--- config.mk ---
export PLATFORM = sky130hd
export DESIGN_NAME = adc_scan_avg
export DESIGN_NICKNAME = d
export VERILOG_FILES = /design/src/rtl/adc_scan_avg.sv
export SDC_FILE = /design/constraint.sdc
export NUM_CORES = 1
export LEC_CHECK = 0
export BUFFER_PORTS_ARGS = -buffer_cell sky130_fd_sc_hd__buf_2
export CAP_MARGIN = 20
export CORE_MARGIN = 8
export CORE_UTILIZATION = 50
export DETAILED_ROUTE_END_ITERATION = 6
export PLACE_DENSITY_LB_ADDON = 0.3
export SYNTH_ARGS = -nofsm -noshare
export SYNTH_HDL_FRONTEND = slang
export SYNTH_SLANG_ARGS = --single-unit
--- constraint.sdc ---
create_clock -name clk -period 3.71 [get_ports clk]
set_input_delay 0.371 -clock clk [delete_from_list [all_inputs] [get_ports clk]]
set_output_delay 0.371 -clock clk [all_outputs]
set_load 0.05 [all_outputs]
--- src/rtl/adc_scan_avg.sv ---
// adc_scan_avg: round-robin LTC2308 channel scanner with boxcar averaging, valid/ready output and readback register file
module adc_scan_avg #(
  parameter int NUM_CH = 8,
  parameter int FRAME_CYCLES = 16,
  parameter int AVG_LOG2 = 2,
  parameter int DISCARD_FRAMES = 1
) (
  input  logic        clk,
  input  logic        reset_n,
  input  logic        enable,
  input  logic [7:0]  ch_mask,
  input  logic [11:0] result,
  output logic [2:0]  chan,
  output logic        out_valid,
  input  logic        out_ready,
  output logic [2:0]  out_chan,
  output logic [11:0] out_data,
  output logic        overrun,
  input  logic [2:0]  rd_chan,
  output logic [11:0] rd_data
);
  localparam int FW = FRAME_CYCLES > 1 ? $clog2(FRAME_CYCLES) : 1;
  localparam int DW = $clog2(DISCARD_FRAMES + 1) > 0 ? $clog2(DISCARD_FRAMES + 1) : 1;
  localparam int SW = AVG_LOG2 > 0 ? AVG_LOG2 : 1;
  localparam int AW = 12 + AVG_LOG2;
  typedef enum logic [1:0] {IDLE, DISCARD, ACCUM, PUBLISH} state_t;
  state_t state_q, state_d;
  logic [FW-1:0] fcnt_q, fcnt_d;
  logic [DW-1:0] disc_q, disc_d;
  logic [SW-1:0] samp_q, samp_d;
  logic [AW-1:0] acc_q, acc_d;
  logic [2:0] chan_q, chan_d, out_chan_q, out_chan_d;
  logic out_valid_q, out_valid_d, overrun_q, overrun_d;
  logic [11:0] out_data_q, out_data_d;
  logic [11:0] rf_q [8];
  logic [11:0] rf_d [8];
  logic [7:0] mask;
  logic mask_empty, tick, hv;
  logic [2:0] hi, lo, nxt;
  logic [11:0] avg;
  assign mask = ch_mask & 8'((9'd1 << NUM_CH) - 9'd1);
  assign mask_empty = mask == 8'd0;
  assign tick = fcnt_q == FW'(FRAME_CYCLES - 1);
  assign avg = 12'(acc_q >> AVG_LOG2);
  always_comb begin
    hv = 1'b0;
    hi = chan_q;
    lo = chan_q;
    for (int i = 7; i >= 0; i--) begin
      if (mask[i] && 3'(i) > chan_q) begin
        hv = 1'b1;
        hi = 3'(i);
      end
      if (mask[i]) lo = 3'(i);
    end
    nxt = hv ? hi : lo;
  end
  always_comb begin
    state_d = state_q;
    fcnt_d = (state_q == IDLE || tick) ? '0 : fcnt_q + 1'b1;
    disc_d = disc_q;
    samp_d = samp_q;
    acc_d = acc_q;
    chan_d = chan_q;
    out_valid_d = out_valid_q && !out_ready;
    out_chan_d = out_chan_q;
    out_data_d = out_data_q;
    overrun_d = overrun_q;
    rf_d = rf_q;
    if (state_q != IDLE && !enable) begin
      state_d = IDLE;
      acc_d = '0;
    end else begin
      case (state_q)
        IDLE: if (enable && !mask_empty) begin
          state_d = DISCARD;
          disc_d = DW'(DISCARD_FRAMES);
          acc_d = '0;
        end
        DISCARD: if (tick) begin
          disc_d = disc_q - 1'b1;
          if (disc_q == DW'(1)) begin
            state_d = ACCUM;
            samp_d = '0;
          end
        end
        ACCUM: if (tick) begin
          acc_d = acc_q + AW'(result);
          samp_d = samp_q + 1'b1;
          if (samp_q == SW'((1 << AVG_LOG2) - 1)) state_d = PUBLISH;
        end
        default: begin
          rf_d[chan_q] = avg;
          out_data_d = avg;
          out_chan_d = chan_q;
          out_valid_d = 1'b1;
          overrun_d = overrun_q || (out_valid_q && !out_ready);
          chan_d = nxt;
          acc_d = '0;
          disc_d = DW'(DISCARD_FRAMES);
          state_d = mask_empty ? IDLE : DISCARD;
        end
      endcase
    end
    if (state_d == IDLE) fcnt_d = '0;
  end
  always_ff @(posedge clk) begin
    if (!reset_n) begin
      state_q <= IDLE;
      fcnt_q <= '0;
      disc_q <= '0;
      samp_q <= '0;
      acc_q <= '0;
      chan_q <= '0;
      out_valid_q <= 1'b0;
      out_chan_q <= '0;
      out_data_q <= '0;
      overrun_q <= 1'b0;
      rf_q <= '{default: '0};
    end else begin
      state_q <= state_d;
      fcnt_q <= fcnt_d;
      disc_q <= disc_d;
      samp_q <= samp_d;
      acc_q <= acc_d;
      chan_q <= chan_d;
      out_valid_q <= out_valid_d;
      out_chan_q <= out_chan_d;
      out_data_q <= out_data_d;
      overrun_q <= overrun_d;
      rf_q <= rf_d;
    end
  end
  assign chan = chan_q;
  assign out_valid = out_valid_q;
  assign out_chan = out_chan_q;
  assign out_data = out_data_q;
  assign overrun = overrun_q;
  assign rd_data = (int'(rd_chan) < NUM_CH) ? rf_q[rd_chan] : '0;
endmodule

==> results.toml <==
[critical_path]
regToRegEndpoint = "rf_q[52]"
rrSetupSlack_ns = 1.25
startpoint_type = "flop"
critical_path_buf_inv_count = 1
crit_family = "simple AND/OR/NAND/NOR gates"
path_max_fanout = 17
r2r_cells = 6
slowest_stage = "nor3_4"
cp_cell_sequence = "and3_1 > buf_4 > nand2_2 > nor3_4 > mux2i_1 > nor2b_1"
crit_path_end_kind = "flop"
slowest_delay_ns = 0.84
crit_required_ns = 4.02
r2r_start = "state_q[0]"
path_class = "reg -> reg"
critPathArrivalTime_ns = 2.77

[routing]
viasPerCell = 5.76
drt-pass1-iter-count = 5
drcViolationCount = 0
drtIter0Drc = 461
wl_per_cell_um = 18.6
antenna_left = 0
vias = 5704
wl_mm = 18.4

[layout]
drive_gt1_share_pct = 18.6
n_antenna_cell = 0
final_core_util_pct = 57.2
fillers = 1240
syn2layout_area_growth_pct = 12.6
nets = 840
multi_input_area_mm2 = 0.00391
seqCellArea_mm2 = 0.00278

[pwr]
ir_drop_uv = 335
leakage_nw = 2.77
power_density_mw_per_mm2 = 414

[sta]
max_slew_margin_pct = 31.6
max_freq_mhz = 406
hold_viol = 0
setup_violations = 0
rsz0062_at_grt = "no"
slew_violations = 0
skew_ns = 0.00656
fin_setup_tns_ns = 0
timing.final.crit_share_pct = 66.4
finalCriticalPeriod_ns = 2.46
tightestPinTransition_ns = 1.02

[clock_tree]
cts_buffer_depth = 2
holdBufCountCts = 0
cts_setup_buffers = 0
cts_buffers = 17
clock_sinks = 139
ctsResizeCount = 0
clk_latency_ns = 0.42
cts_tree = "done"
htreeDepth = 4
path_clk_slew_ns = 0.06
clock-root-buffer = "clkbuf_16"

[global_route]
grt_pass1_vias = 5817
grt_max_degree = 76
antenna_found_initial = 0
track_usage_pct = 21.0
grt_overflow_total = 0
grt_pass1_wl_mm = 30.1

[synth]
async_reset_ff_share_pct = 0
ys_ff_latch = 139
syn_area_mm2 = 0.00700
synth_warnings = 0
synthTopCellsByCount = "178 x nand2_1, 139 x dfxtp_1, 75 x a21boi_0"
synthCells = 772
synth_most_common_cell = "nand2_1"
synth_top_cells_by_area = "dfxtp_1 40%, nand2_1 9.5%, a21boi_0 8.0%, mux4_2 7.7%, mux2i_1 5.6%"
synth_top_area_share_pct = 39.7
ys_types = 64
avgSynthCellArea_um2 = 9.07
synth_top_area_cell = "dfxtp_1"
syn_nets = 814
yosysSeqAreaShare_pct = 39.7
synth_edf_count = 0
synthFlopType = "dfxtp_1"

[die]
io_pins = 59
die_x_um = 134
dieArea_mm2 = 0.0180
core_mm2 = 0.0138
row_count = 43
start_util_pct = 50.8
die_height_um = 134

[worst_hold_path]
hp-class = "in -> reg"
hold_path_depth = 3
hold_start = "out_ready"
whs_endpoint = "out_valid"

[placed_design]
place.gp.congestion = 0.913
place_hpwl_mm = 12.5
port_buffers = 58

[run_status]
status = "finished, final reports clean"

[flow_run]
cap_violations = 0
## sequential cells by signal (all words and copies together), names as in the netlist, 2 cells and up
signal,cells
rf_q,96
acc_q,14
out_data,12
fcnt_q,4
chan,3
out_chan,3
samp_q,2
state_q,2
## through the flow
stage | hold WS (ns) | instances | worst slack [ns] | instance area [um^2] | total power, W
global route | 0.299 | 990 | 1.05 | 7880 | 0.00336
global placement | 0.429 | 959 | 1.28 | 7330 | 0.00168
finish | 0.258 | 990 | 1.25 | 7880 | 0.00326
floorplan | 0.418 | 772 | 1.58 | 7000 | 0.00164
detailed placement | 0.449 | 959 | 1.25 | 7330 | 0.00168
CTS | 0.249 | 990 | 1.24 | 7880 | 0.00328
## cell families (layout without fill, tap and decap cells)
group | Yosys count | after routing | share of synthesized area (%)
simple gates | 298 | 298 | 19.9
compound gates | 163 | 163 | 16.6
flops | 139 | 139 | 39.7
mux | 76 | 76 | 15.4
buf+inv | 74 | 112 | 4.72
fa+ha+maj | 15 | 15 | 2.79
xor+xnor | 7 | 7 | 0.875
## layer usage
layer | track usage (%) | vias to the layer above | routed length [um] | share of wire [%]
li1 | - | 2728 | - | -
met1 | 25.7 | 2729 | 7820 | 42
met2 | 35.1 | 213 | 9110 | 49
met3 | 4.60 | 34 | 1060 | 5.7
met4 | 8.80 | 0 | 448 | 2.4
met5 | 0 | - | 0 | 0
## cell usage in the layout (no fill, tap or decap), drive strengths merged, types with 13 or more instances in the layout
master	instances
a21boi	77
a21oi	28
buf	69
clkbuf	22
dfxtp	139
ha	14
mux2	13
mux2i	39
mux4	24
nand2	179
nand3	13
nor2	25
nor2b	40
o21ai	19
## cell type report
cell class                      instances  share of cell area, %
Clock buffer                           22                   5.76
Inverter                               12                  0.571
Timing Repair Buffer                   69                   4.73
Tap cell                              180                   2.86
Multi-Input combinational cell        559                   49.5
Clock inverter                          9                   1.24
Sequential cell                       139                   35.3
## tightest hold or removal path, cell delays in order
cell      delay (ns)
buf_2           0.07
nand2b_1        0.11
a21boi_0        0.08
## power by group
group | switching, W | leakage [nW] | internal, W
Sequential | 0.00000515 | 1.12 | 0.00150
Clock | 0.000619 | 0.273 | 0.000994
Combinational | 0.0000855 | 1.38 | 0.0000645
Total | 0.000709 | 2.77 | 0.00255
## worst max path at each step
| stage | startpoint | slack (ns) | to | cells after the start |
|---|---|---|---|---|
| 2_1_floorplan | rd_chan[0] | 1.58 | rd_data[0] | 4 |
| 3_3_place_gp | rd_chan[0] | 1.28 | rd_data[6] | 4 |
| 3_5_place_dp | rd_chan[0] | 1.25 | rd_data[6] | 4 |
| 4_1_cts | rd_chan[0] | 1.24 | rd_data[6] | 4 |
| 5_1_grt | chan[2] | 1.05 | rf_q[0] | 4 |
| 6_report | state_q[0] | 1.25 | rf_q[52] | 6 |
(Power assumes the default switching activity.)
